$ cat src/rtl/vector_sweep_pkg.sv
// Shared types and constants for the vector sweep driver and its settle timer.
package vector_sweep_pkg;

    typedef enum logic [1:0] {
        IDLE   = 2'd0,
        DRIVE  = 2'd1,
        SAMPLE = 2'd2,
        FINISH = 2'd3
    } sweep_state_t;

    // Bit i is the expected response for vector i; encodes resp = c | ~(a ^ b).
    localparam logic [7:0] EXP_TABLE_DEFAULT = 8'hEB;

    localparam int SETTLE_W = 4;

endpackage

$ cat src/rtl/vector_sweep_driver_if.sv
// Stimulus/response bundle between the sweep driver (master) and the block under check.
interface vector_sweep_driver_if #(
    parameter int N_IN = 3
);

    logic              start;
    logic [N_IN-1:0]   vec;
    logic              vec_valid;
    logic              resp;
    logic              busy;
    logic              done;
    logic              pass;
    logic [N_IN:0]     mismatch_cnt;
    logic [N_IN-1:0]   first_fail;

    modport master (
        input  start,
        input  resp,
        output vec,
        output vec_valid,
        output busy,
        output done,
        output pass,
        output mismatch_cnt,
        output first_fail
    );

    modport slave (
        output start,
        output resp,
        input  vec,
        input  vec_valid,
        input  busy,
        input  done,
        input  pass,
        input  mismatch_cnt,
        input  first_fail
    );

endinterface

$ cat src/rtl/sweep_settle_timer.sv
// Loadable down-counter with a zero flag; sets how long each vector is held before sampling.
module sweep_settle_timer
    import vector_sweep_pkg::*;
(
    input  logic                clk,
    input  logic                rst_n,
    input  logic                load,
    input  logic                dec,
    input  logic [SETTLE_W-1:0] load_val,
    output logic                zero
);

    logic [SETTLE_W-1:0] count_q;

    // Load wins over decrement; the count saturates at zero.
    always_ff @(posedge clk or negedge rst_n) begin
        if (!rst_n) begin
            count_q <= '0;
        end else if (load) begin
            count_q <= load_val;
        end else if (dec && (count_q != '0)) begin
            count_q <= count_q - 1'b1;
        end
    end

    assign zero = (count_q == '0);

endmodule

$ cat src/rtl/vector_sweep_driver.sv
// Exhaustive sweep of all N_IN-bit vectors against an expected truth table.
// Optional macro VECTOR_SWEEP_STOP_ON_FAIL_EN ends the sweep at the first mismatch.
module vector_sweep_driver
    import vector_sweep_pkg::*;
#(
    parameter int                    N_IN      = 3,
    parameter int                    SETTLE    = 2,
    parameter logic [(2**N_IN)-1:0]  EXP_TABLE = EXP_TABLE_DEFAULT
) (
    input  logic                 clk,
    input  logic                 rst_n,
    vector_sweep_driver_if.master bus
);

    localparam logic [N_IN-1:0]     VEC_LAST    = '1;
    localparam logic [SETTLE_W-1:0] SETTLE_LOAD = SETTLE_W'(SETTLE - 1);

    sweep_state_t     state_q, state_d;
    logic [N_IN-1:0]  vec_q, vec_d;
    logic             vec_valid_q, vec_valid_d;
    logic             busy_q, busy_d;
    logic             done_q, done_d;
    logic             pass_q, pass_d;
    logic [N_IN:0]    cnt_q, cnt_d;
    logic [N_IN-1:0]  first_q, first_d;

    logic             timer_load;
    logic             timer_dec;
    logic             timer_zero;
    logic             resp_bad;
    logic             stop_now;

    sweep_settle_timer u_timer (
        .clk      (clk),
        .rst_n    (rst_n),
        .load     (timer_load),
        .dec      (timer_dec),
        .load_val (SETTLE_LOAD),
        .zero     (timer_zero)
    );

    assign resp_bad = (bus.resp != EXP_TABLE[vec_q]);

    // Next-state and result-register updates; resp only matters in SAMPLE.
    always_comb begin
        state_d     = state_q;
        vec_d       = vec_q;
        vec_valid_d = vec_valid_q;
        busy_d      = busy_q;
        done_d      = 1'b0;
        pass_d      = pass_q;
        cnt_d       = cnt_q;
        first_d     = first_q;
        timer_load  = 1'b0;
        timer_dec   = 1'b0;
`ifdef VECTOR_SWEEP_STOP_ON_FAIL_EN
        stop_now    = resp_bad;
`else
        stop_now    = 1'b0;
`endif

        case (state_q)
            IDLE: begin
                if (bus.start) begin
                    state_d     = DRIVE;
                    vec_d       = '0;
                    cnt_d       = '0;
                    first_d     = '0;
                    pass_d      = 1'b0;
                    busy_d      = 1'b1;
                    vec_valid_d = 1'b1;
                    timer_load  = 1'b1;
                end
            end
            DRIVE: begin
                if (timer_zero) begin
                    state_d = SAMPLE;
                end else begin
                    timer_dec = 1'b1;
                end
            end
            SAMPLE: begin
                if (resp_bad) begin
                    cnt_d = cnt_q + 1'b1;
                    if (cnt_q == '0) begin
                        first_d = vec_q;
                    end
                end
                // pass is judged on the count that already includes this sample.
                if ((vec_q == VEC_LAST) || stop_now) begin
                    state_d     = FINISH;
                    busy_d      = 1'b0;
                    vec_valid_d = 1'b0;
                    done_d      = 1'b1;
                    pass_d      = (cnt_d == '0);
                end else begin
                    state_d    = DRIVE;
                    vec_d      = vec_q + 1'b1;
                    timer_load = 1'b1;
                end
            end
            FINISH: begin
                state_d = IDLE;
            end
            default: begin
                state_d = IDLE;
            end
        endcase
    end

    always_ff @(posedge clk or negedge rst_n) begin
        if (!rst_n) begin
            state_q     <= IDLE;
            vec_q       <= '0;
            vec_valid_q <= 1'b0;
            busy_q      <= 1'b0;
            done_q      <= 1'b0;
            pass_q      <= 1'b0;
            cnt_q       <= '0;
            first_q     <= '0;
        end else begin
            state_q     <= state_d;
            vec_q       <= vec_d;
            vec_valid_q <= vec_valid_d;
            busy_q      <= busy_d;
            done_q      <= done_d;
            pass_q      <= pass_d;
            cnt_q       <= cnt_d;
            first_q     <= first_d;
        end
    end

    assign bus.vec          = vec_q;
    assign bus.vec_valid    = vec_valid_q;
    assign bus.busy         = busy_q;
    assign bus.done         = done_q;
    assign bus.pass         = pass_q;
    assign bus.mismatch_cnt = cnt_q;
    assign bus.first_fail   = first_q;

endmodule
$ cat src/flat_wrapper.sv
// flat-port wrapper written by rule: the top's interface ports become plain ports
module vector_sweep_driver_flat import vector_sweep_pkg::*;
#(
    parameter int                    N_IN      = 3,
    parameter int                    SETTLE    = 2,
    parameter logic [(2**N_IN)-1:0]  EXP_TABLE = EXP_TABLE_DEFAULT
)
  (clk, rst_n, bus_start, bus_resp, bus_vec, bus_vec_valid, bus_busy, bus_done, bus_pass, bus_mismatch_cnt, bus_first_fail);
  vector_sweep_driver_if #(.N_IN(N_IN)) bus_i ();
  input  logic clk;
  input  logic rst_n;
  input wire logic [$bits(bus_i.start)-1:0] bus_start;
  input wire logic [$bits(bus_i.resp)-1:0] bus_resp;
  output wire logic [$bits(bus_i.vec)-1:0] bus_vec;
  output wire logic [$bits(bus_i.vec_valid)-1:0] bus_vec_valid;
  output wire logic [$bits(bus_i.busy)-1:0] bus_busy;
  output wire logic [$bits(bus_i.done)-1:0] bus_done;
  output wire logic [$bits(bus_i.pass)-1:0] bus_pass;
  output wire logic [$bits(bus_i.mismatch_cnt)-1:0] bus_mismatch_cnt;
  output wire logic [$bits(bus_i.first_fail)-1:0] bus_first_fail;
  assign bus_i.start = bus_start;
  assign bus_i.resp = bus_resp;
  assign bus_vec = bus_i.vec;
  assign bus_vec_valid = bus_i.vec_valid;
  assign bus_busy = bus_i.busy;
  assign bus_done = bus_i.done;
  assign bus_pass = bus_i.pass;
  assign bus_mismatch_cnt = bus_i.mismatch_cnt;
  assign bus_first_fail = bus_i.first_fail;
  vector_sweep_driver #(.N_IN(N_IN), .SETTLE(SETTLE), .EXP_TABLE(EXP_TABLE)) u_core (.clk(clk), .rst_n(rst_n), .bus(bus_i));
endmodule
$ cat config.mk
export PLATFORM = sky130hd
export DESIGN_NAME = vector_sweep_driver_flat
export DESIGN_NICKNAME = d
export VERILOG_FILES = /design/src/rtl/vector_sweep_pkg.sv /design/src/rtl/vector_sweep_driver_if.sv /design/src/rtl/sweep_settle_timer.sv /design/src/rtl/vector_sweep_driver.sv /design/src/flat_wrapper.sv
export SDC_FILE = /design/constraint.sdc
export NUM_CORES = 1
export LEC_CHECK = 0
export CAP_MARGIN = 20
export CORE_ASPECT_RATIO = 2
export CORE_MARGIN = 4
export CORE_UTILIZATION = 40
export CTS_BUF_LIST = sky130_fd_sc_hd__clkbuf_16
export DETAILED_ROUTE_END_ITERATION = 6
export GPL_TIMING_DRIVEN = 1
export PLACE_DENSITY_LB_ADDON = 0.2
export SLEW_MARGIN = 25
export SYNTH_ARGS = -nofsm -noshare
export SYNTH_HDL_FRONTEND = slang
export SYNTH_SLANG_ARGS = --single-unit
$ cat constraint.sdc
create_clock -name clk -period 1.8 [get_ports clk]
set_clock_uncertainty 0.1 [all_clocks]
set_input_delay 0.36 -clock clk [delete_from_list [all_inputs] [get_ports clk]]
set_output_delay 0.36 -clock clk [all_outputs]
set_load 0.02 [all_outputs]
**After elaboration in Yosys (flattened, before gate mapping)**

Memories as Yosys holds them, arrays and structs flattened.
Index checks and enable logic that the tools add are counted.

- Reductions and logical operators: 13
- Mux-type cells: 30
- Magnitude comparators: 1
- Add/subtract/negate cells: 3
- Equal/unequal tests: 11

Operators by type and width:

| cell | count |
|---|---|
| 4-bit 2-to-1 mux | 5 |
| 4-bit zero test | 3 |
| 3-bit 2-to-1 mux | 4 |
| 3-bit one-hot mux with 2 select lines | 2 |
| 1-bit 2-to-1 mux | 11 |
| 2-bit by 1-bit inequality test with 1-bit output (second input constant) | 4 |
| 2-bit one-hot mux with 4 select lines | 1 |
| 4-bit one-hot mux with 2 select lines | 1 |
| 2-bit 2-to-1 mux | 3 |
| 1-bit one-hot mux with 2 select lines | 3 |
| 3-bit AND reduction | 2 |
| 4-bit by 1-bit adder with 4-bit output (second input constant) | 1 |
| 2-bit equality test (second input constant) | 2 |
| 3-bit by 4-bit < comparator with 1-bit output (second input constant) | 1 |
| 2-bit inequality test (second input constant) | 2 |
| 2-bit AND reduction | 2 |
| 4-bit AND reduction | 1 |
| 2-bit nonzero test | 2 |
| 4-bit nonzero test | 1 |
| 4-bit by 1-bit subtractor with 4-bit output (second input constant) | 1 |
| 3-bit by 1-bit adder with 3-bit output (second input constant) | 1 |
| 3-bit equality test (second input constant) | 1 |
| 2-bit by 1-bit equality test with 1-bit output (second input constant) | 1 |
| 2-bit zero test | 1 |
| other kinds (2) | 2 |

- Memories kept: 1
- ROM bits: 8
- Output and inout port bits: 14
- Bits in registers: 19
- Word-level logic and storage cells: 67

Memory list:

| name | words | bits a word | rd ports | clocked after memory_dff | wr ports | RTL line | source |
|---|---|---|---|---|---|---|---|
| (name not given) | 8 | 1 | 1 | 0 | 0 | vector_sweep_driver.sv:42 | `assign resp_bad = (bus.resp != EXP_TABLE[vec_q]);` |

**Depth between registers and ports, before layout**

- Depth after elaboration: 8
- Gate-level depth with buffers: 7

**Cells and area by module**

A second synthesis with hierarchy kept.

- Cell total of the unflattened synthesis: 117
- Area, all modules: 1162.4 um2

Modules (own cells, without submodules):

| module | times used | area an instance (um2) | cells each |
|---|---|---|---|
| vector_sweep_driver | 1 | 892.1 | 90 |
| sweep_settle_timer | 1 | 270.3 | 27 |

**Worst setup path before layout**

OpenSTA, ideal clock, no wires.

- Kind: flip-flop to flip-flop
- Start point: register u_core.vec_q[0] (netlist: u_core.bus.vec[0])
- End point: register u_core.cnt_q[2] (netlist: u_core.bus.mismatch_cnt[2])
- Stages on the path, launching flop included: 8
- Path slack: -276 ps
- Data arrival time: 1855 ps
- Library setup time: 121 ps
- Period minus slack after synthesis: 2076 ps
- Cells stage by stage: dfrtp_1 > inv_1 > ha_1 > mux2i_2 > xnor2_1 > or2_1 > mux2_4 > a22o_1

- Cells in the longest elaborated chain, start to end: 6

Ends and longest elaborated chain:

| element | RTL line | source |
|---|---|---|
| from (decl) | vector_sweep_driver.sv:19 | `logic [N_IN-1:0] vec_q, vec_d;` |
| from (signal assigned) | vector_sweep_driver.sv:123 | `vec_q <= vec_d;` |
| memory read 8 x 1 bit | n/a |  |
| 1-bit 2-to-1 mux (not written as such) | vector_sweep_driver.sv:42 |  |
| 1-bit inequality test | vector_sweep_driver.sv:42 |  |
| 4-bit 2-to-1 mux | vector_sweep_driver.sv:83 | `if (resp_bad) begin` |
| 4-bit 2-to-1 mux | vector_sweep_driver.sv:62 | `case (state_q)` |
| 4-bit one-hot mux with 2 select lines | vector_sweep_driver.sv:62 |  |
| to (signal assigned) | vector_sweep_driver.sv:128 | `cnt_q <= cnt_d;` |
| to (decl) | vector_sweep_driver.sv:24 | `logic [N_IN:0] cnt_q, cnt_d;` |

No other way between the ends. The select of a mux whose other input is x is not followed.
A chain may end at the register's enable or synchronous reset.

**Final worst setup path**

- Start point: register u_core.vec_q[1] (netlist: u_core.bus.vec[1])
- End point: register u_core.cnt_q[2] (netlist: u_core.bus.mismatch_cnt[2])

The elaborated chain is that of the path after synthesis.

==> impl_metrics.env <==
export IMPL_multi_input_area_um2=609
export IMPL_cp_data_arrival_time_ns=1.86
export IMPL_critPathRequiredTime_ns=1.84
export IMPL_register_cell_area_after_layout_um2=479
export IMPL_layout_area_overhead_vs_synth_pct=38.8
export IMPL_ys_seq_area_share_pct=44.0
export IMPL_initialDrtViolationCount=21
export IMPL_dp_slack_ns=-0.145
export IMPL_final_hold_violation_count=0
export IMPL_hold_class="in2async"
export IMPL_time_the_worst_path_needs_with_i_o_delays_and_setup_ns=1.82
export IMPL_globalRouteOverflowTotal=0
export IMPL_die_area_um2=3650
export IMPL_clock_tree_htree_level_count=1
export IMPL_rsz0062_at_grt="true"
export IMPL_timing_slew_headroom_pct=74.5
export IMPL_layout_setup_ws_ns=-0.0198
export IMPL_dr_pass1_iters=4
export IMPL_placement_cell_area_um2=1400
export IMPL_grt_first_pass_wirelength_mm=4.00
export IMPL_syn_cell_area_um2=1080
export IMPL_rows=26
export IMPL_clkLatencyLatePin_ns=0.25
export IMPL_fillCellCount=225
export IMPL_tritoncts="yes"
export IMPL_initial_utilization_pct=42.1
export IMPL_netlist_instances=116
export IMPL_final_design_area_excluding_fillers_um2=1500
export IMPL_post_cts_hold_buffer_count=0
export IMPL_nNetsFinal=157
export IMPL_failed_checks="negative setup slack"
export IMPL_irDropWorstVdd_mv=0.918
export IMPL_worst_path_max_fanout=4
export IMPL_master_cell_of_the_clock_root_buffer="sky130_fd_sc_hd__clkbuf_16"
export IMPL_cp_end_kind="register"
export IMPL_cts_inserted_buffers=3
export IMPL_fin_cells=173
export IMPL_hpwlAfterDp_mm=1.81
export IMPL_postRouteWirelength_mm=2.35
export IMPL_grt_start_max_net_pins=20
export IMPL_synthesis_nets=127
export IMPL_outcome="finished, violations left"
export IMPL_layout_drive_gt1_share_pct=20.7
export IMPL_clkTransAtPathRegs_ns=0.05
export IMPL_timing_setup_critical_path_class="reg2reg"
export IMPL_antenna_cells_inserted=0
export IMPL_drc_violation_count_after_routing=0
export IMPL_floorplan_die_height_um=81.5
export IMPL_clock_sinks=19
export IMPL_worstMarginPinSlew_ns=0.382
export IMPL_io_pin_count=18
export IMPL_fin_setup_tns_ns=-0.0198
export IMPL_number_of_distinct_library_cells_after_synthesis=33
export IMPL_setup_viol=1
export IMPL_tightest_hold_margin_ns=0.354
export IMPL_synth_avg_cell_area_um2=9.32
export IMPL_final_max_slew_violation_count=0
export IMPL_placedCellCount=168
export IMPL_numPortBuffers=17
export IMPL_drt_antenna_violating_nets=0
export IMPL_die_width_um=44.8
export IMPL_gr_usage_all_layers_pct=14.9
export IMPL_yosysWarnings=0
export IMPL_leakage_nw=0.717
export IMPL_wire_per_inst_um=13.6
export IMPL_route_vias_total=911
export IMPL_synth_seq_cells=19
export IMPL_avgViaCountPerCell=5.27
export IMPL_globalplace_congestion=0.730
export IMPL_number_of_global_route_vias_before_repair=923
export IMPL_timing_critical_path_from_type="register"
export IMPL_utilization_pct=58.4
export IMPL_number_of_antenna_violations_at_the_first_check_in_global_routing=0
export IMPL_design_core_area_um2=2570
export IMPL_maxCapViolCount=0
export IMPL_max_clock_freq_ghz=0.550
export IMPL_power_density_nw_per_um2=1530
export IMPL_ctsLongestPathBuffers=2
export IMPL_layout_worst_path_cycle_share_pct=101
export IMPL_total_power_mw=2.29
==> sequential cells by signal, summed over array words and instances (netlist names) <==
name and count:
u_core.bus.pass 1, u_core.bus.vec_valid 1, u_core.bus.vec 3, u_core.u_timer.count_q 4, u_core.bus.first_fail 3, u_core.bus.mismatch_cnt 4
u_core.state_q 2, u_core.bus.done 1
==> timing repair <==
item	4_1_cts	5_1_grt
resized for setup	4	4
hold endpoints to repair	0	0
pin swaps	2	0
buffers inserted	0	1
gates cloned	0	0
endpoints found under the setup margin	8	11
==> synthesized netlist by cell type <==
master | instances | share of area (%)
sky130_fd_sc_hd__clkbuf_1 | 1 | 0.35
sky130_fd_sc_hd__o211ai_1 | 4 | 2.8
sky130_fd_sc_hd__nand2b_1 | 3 | 1.7
sky130_fd_sc_hd__a22o_1 | 5 | 4.1
sky130_fd_sc_hd__a21o_1 | 2 | 1.4
sky130_fd_sc_hd__and2_1 | 1 | 0.58
sky130_fd_sc_hd__nor2b_1 | 2 | 1.2
sky130_fd_sc_hd__buf_1 | 1 | 0.35
sky130_fd_sc_hd__buf_2 | 1 | 0.46
sky130_fd_sc_hd__nor2_1 | 12 | 4.2
sky130_fd_sc_hd__dfrtp_1 | 19 | 44
sky130_fd_sc_hd__a31oi_1 | 1 | 0.58
sky130_fd_sc_hd__inv_1 | 9 | 3.1
sky130_fd_sc_hd__a32o_1 | 1 | 0.93
sky130_fd_sc_hd__o21ai_0 | 6 | 2.8
sky130_fd_sc_hd__buf_4 | 1 | 0.69
sky130_fd_sc_hd__mux2i_2 | 1 | 1.3
sky130_fd_sc_hd__mux2i_1 | 1 | 0.93
sky130_fd_sc_hd__xnor2_1 | 3 | 2.4
sky130_fd_sc_hd__mux2_2 | 2 | 2.1
sky130_fd_sc_hd__nand3_1 | 5 | 2.3
sky130_fd_sc_hd__o21bai_1 | 1 | 0.69
sky130_fd_sc_hd__nor4_1 | 1 | 0.58
sky130_fd_sc_hd__or2_2 | 1 | 0.58
sky130_fd_sc_hd__or2_1 | 1 | 0.58
sky130_fd_sc_hd__mux2_4 | 1 | 1.4
sky130_fd_sc_hd__ha_1 | 7 | 8.1
sky130_fd_sc_hd__a21oi_1 | 5 | 2.3
sky130_fd_sc_hd__a32oi_1 | 1 | 0.81
sky130_fd_sc_hd__o31ai_1 | 1 | 0.69
sky130_fd_sc_hd__xor2_1 | 1 | 0.81
sky130_fd_sc_hd__nor3_1 | 1 | 0.46
sky130_fd_sc_hd__nand2_1 | 14 | 4.9
==> logic make-up (layout without fill, tap and decap cells) <==
| group | after synthesis | in the layout | synth area share (%) |
|---|---|---|---|
| and+or+nand+nor | 41 | 41 | 17.0 |
| AOI/OAI and AO/OA | 27 | 27 | 17.0 |
| DFF | 19 | 19 | 44.0 |
| buffers and inverters | 13 | 42 | 4.98 |
| adders and majority gates | 7 | 7 | 8.10 |
| muxes | 5 | 5 | 5.67 |
| xor gates and xnor gates | 4 | 4 | 3.24 |
==> worst max-delay path: stages (launching register included) <==
cell,delay (ns)
sky130_fd_sc_hd__dfrtp_2,0.41
sky130_fd_sc_hd__inv_2,0.06
sky130_fd_sc_hd__ha_4,0.16
sky130_fd_sc_hd__mux2i_4,0.18
sky130_fd_sc_hd__xnor2_2,0.09
sky130_fd_sc_hd__or2_1,0.24
sky130_fd_sc_hd__mux2_4,0.30
sky130_fd_sc_hd__a22o_1,0.17
==> cell type report <==
| cell class | instances | share of cell area (%) |
|---|---|---|
| Inverter | 9 | 2.42 |
| Multi-Input combinational cell | 84 | 40.6 |
| Clock inverter | 1 | 0.250 |
| Clock buffer | 3 | 5.00 |
| Timing Repair Buffer | 29 | 17.4 |
| Sequential cell | 19 | 31.9 |
| Tap cell | 28 | 2.34 |
==> power by group <==
group	total (mW)	switching (mW)	internal, mW
Combinational	1.12	0.582	0.538
Sequential	0.730	0.167	0.562
Clock	0.444	0.149	0.295
==> layer usage <==
layer  routed length, um  global-route usage [%]  vias to the layer above
met2                1320                    26.8                       15
met4                  32                    7.25                        0
met5                   0                       0                        -
li1                    -                       -                      459
met3                  75                    1.97                        2
met1                 921                    16.2                      435
==> placed cells by master, fill, tap and decap left out, drive strengths merged, types with 4 or more instances in the layout <==
cell           count
ha                 7
buf               12
nand2             14
clkdlybuf4s50     12
inv               10
nand3              5
a21oi              5
nor2              12
o211ai             4
o21ai              6
dfrtp             19
a22o               5
==> path summary, 6_finish.rpt <==
path	startpoint	to	slack (ns)	depth (start not counted)
max	u_core.bus.vec[1]	u_core.bus.mismatch_cnt[2]	-0.02	7
min	rst_n	u_core.bus.vec[0]	0.35	2
max reg2reg	u_core.bus.vec[1]	u_core.bus.mismatch_cnt[2]	-0.02	7
min reg2reg	u_core.bus.pass	u_core.bus.pass	0.43	2
max in group asynchronous	rst_n	u_core.bus.vec[2]	1.02	2
min in group clk	u_core.bus.pass	u_core.bus.pass	0.43	2
Note: power is estimated with default switching activity, not from simulation.
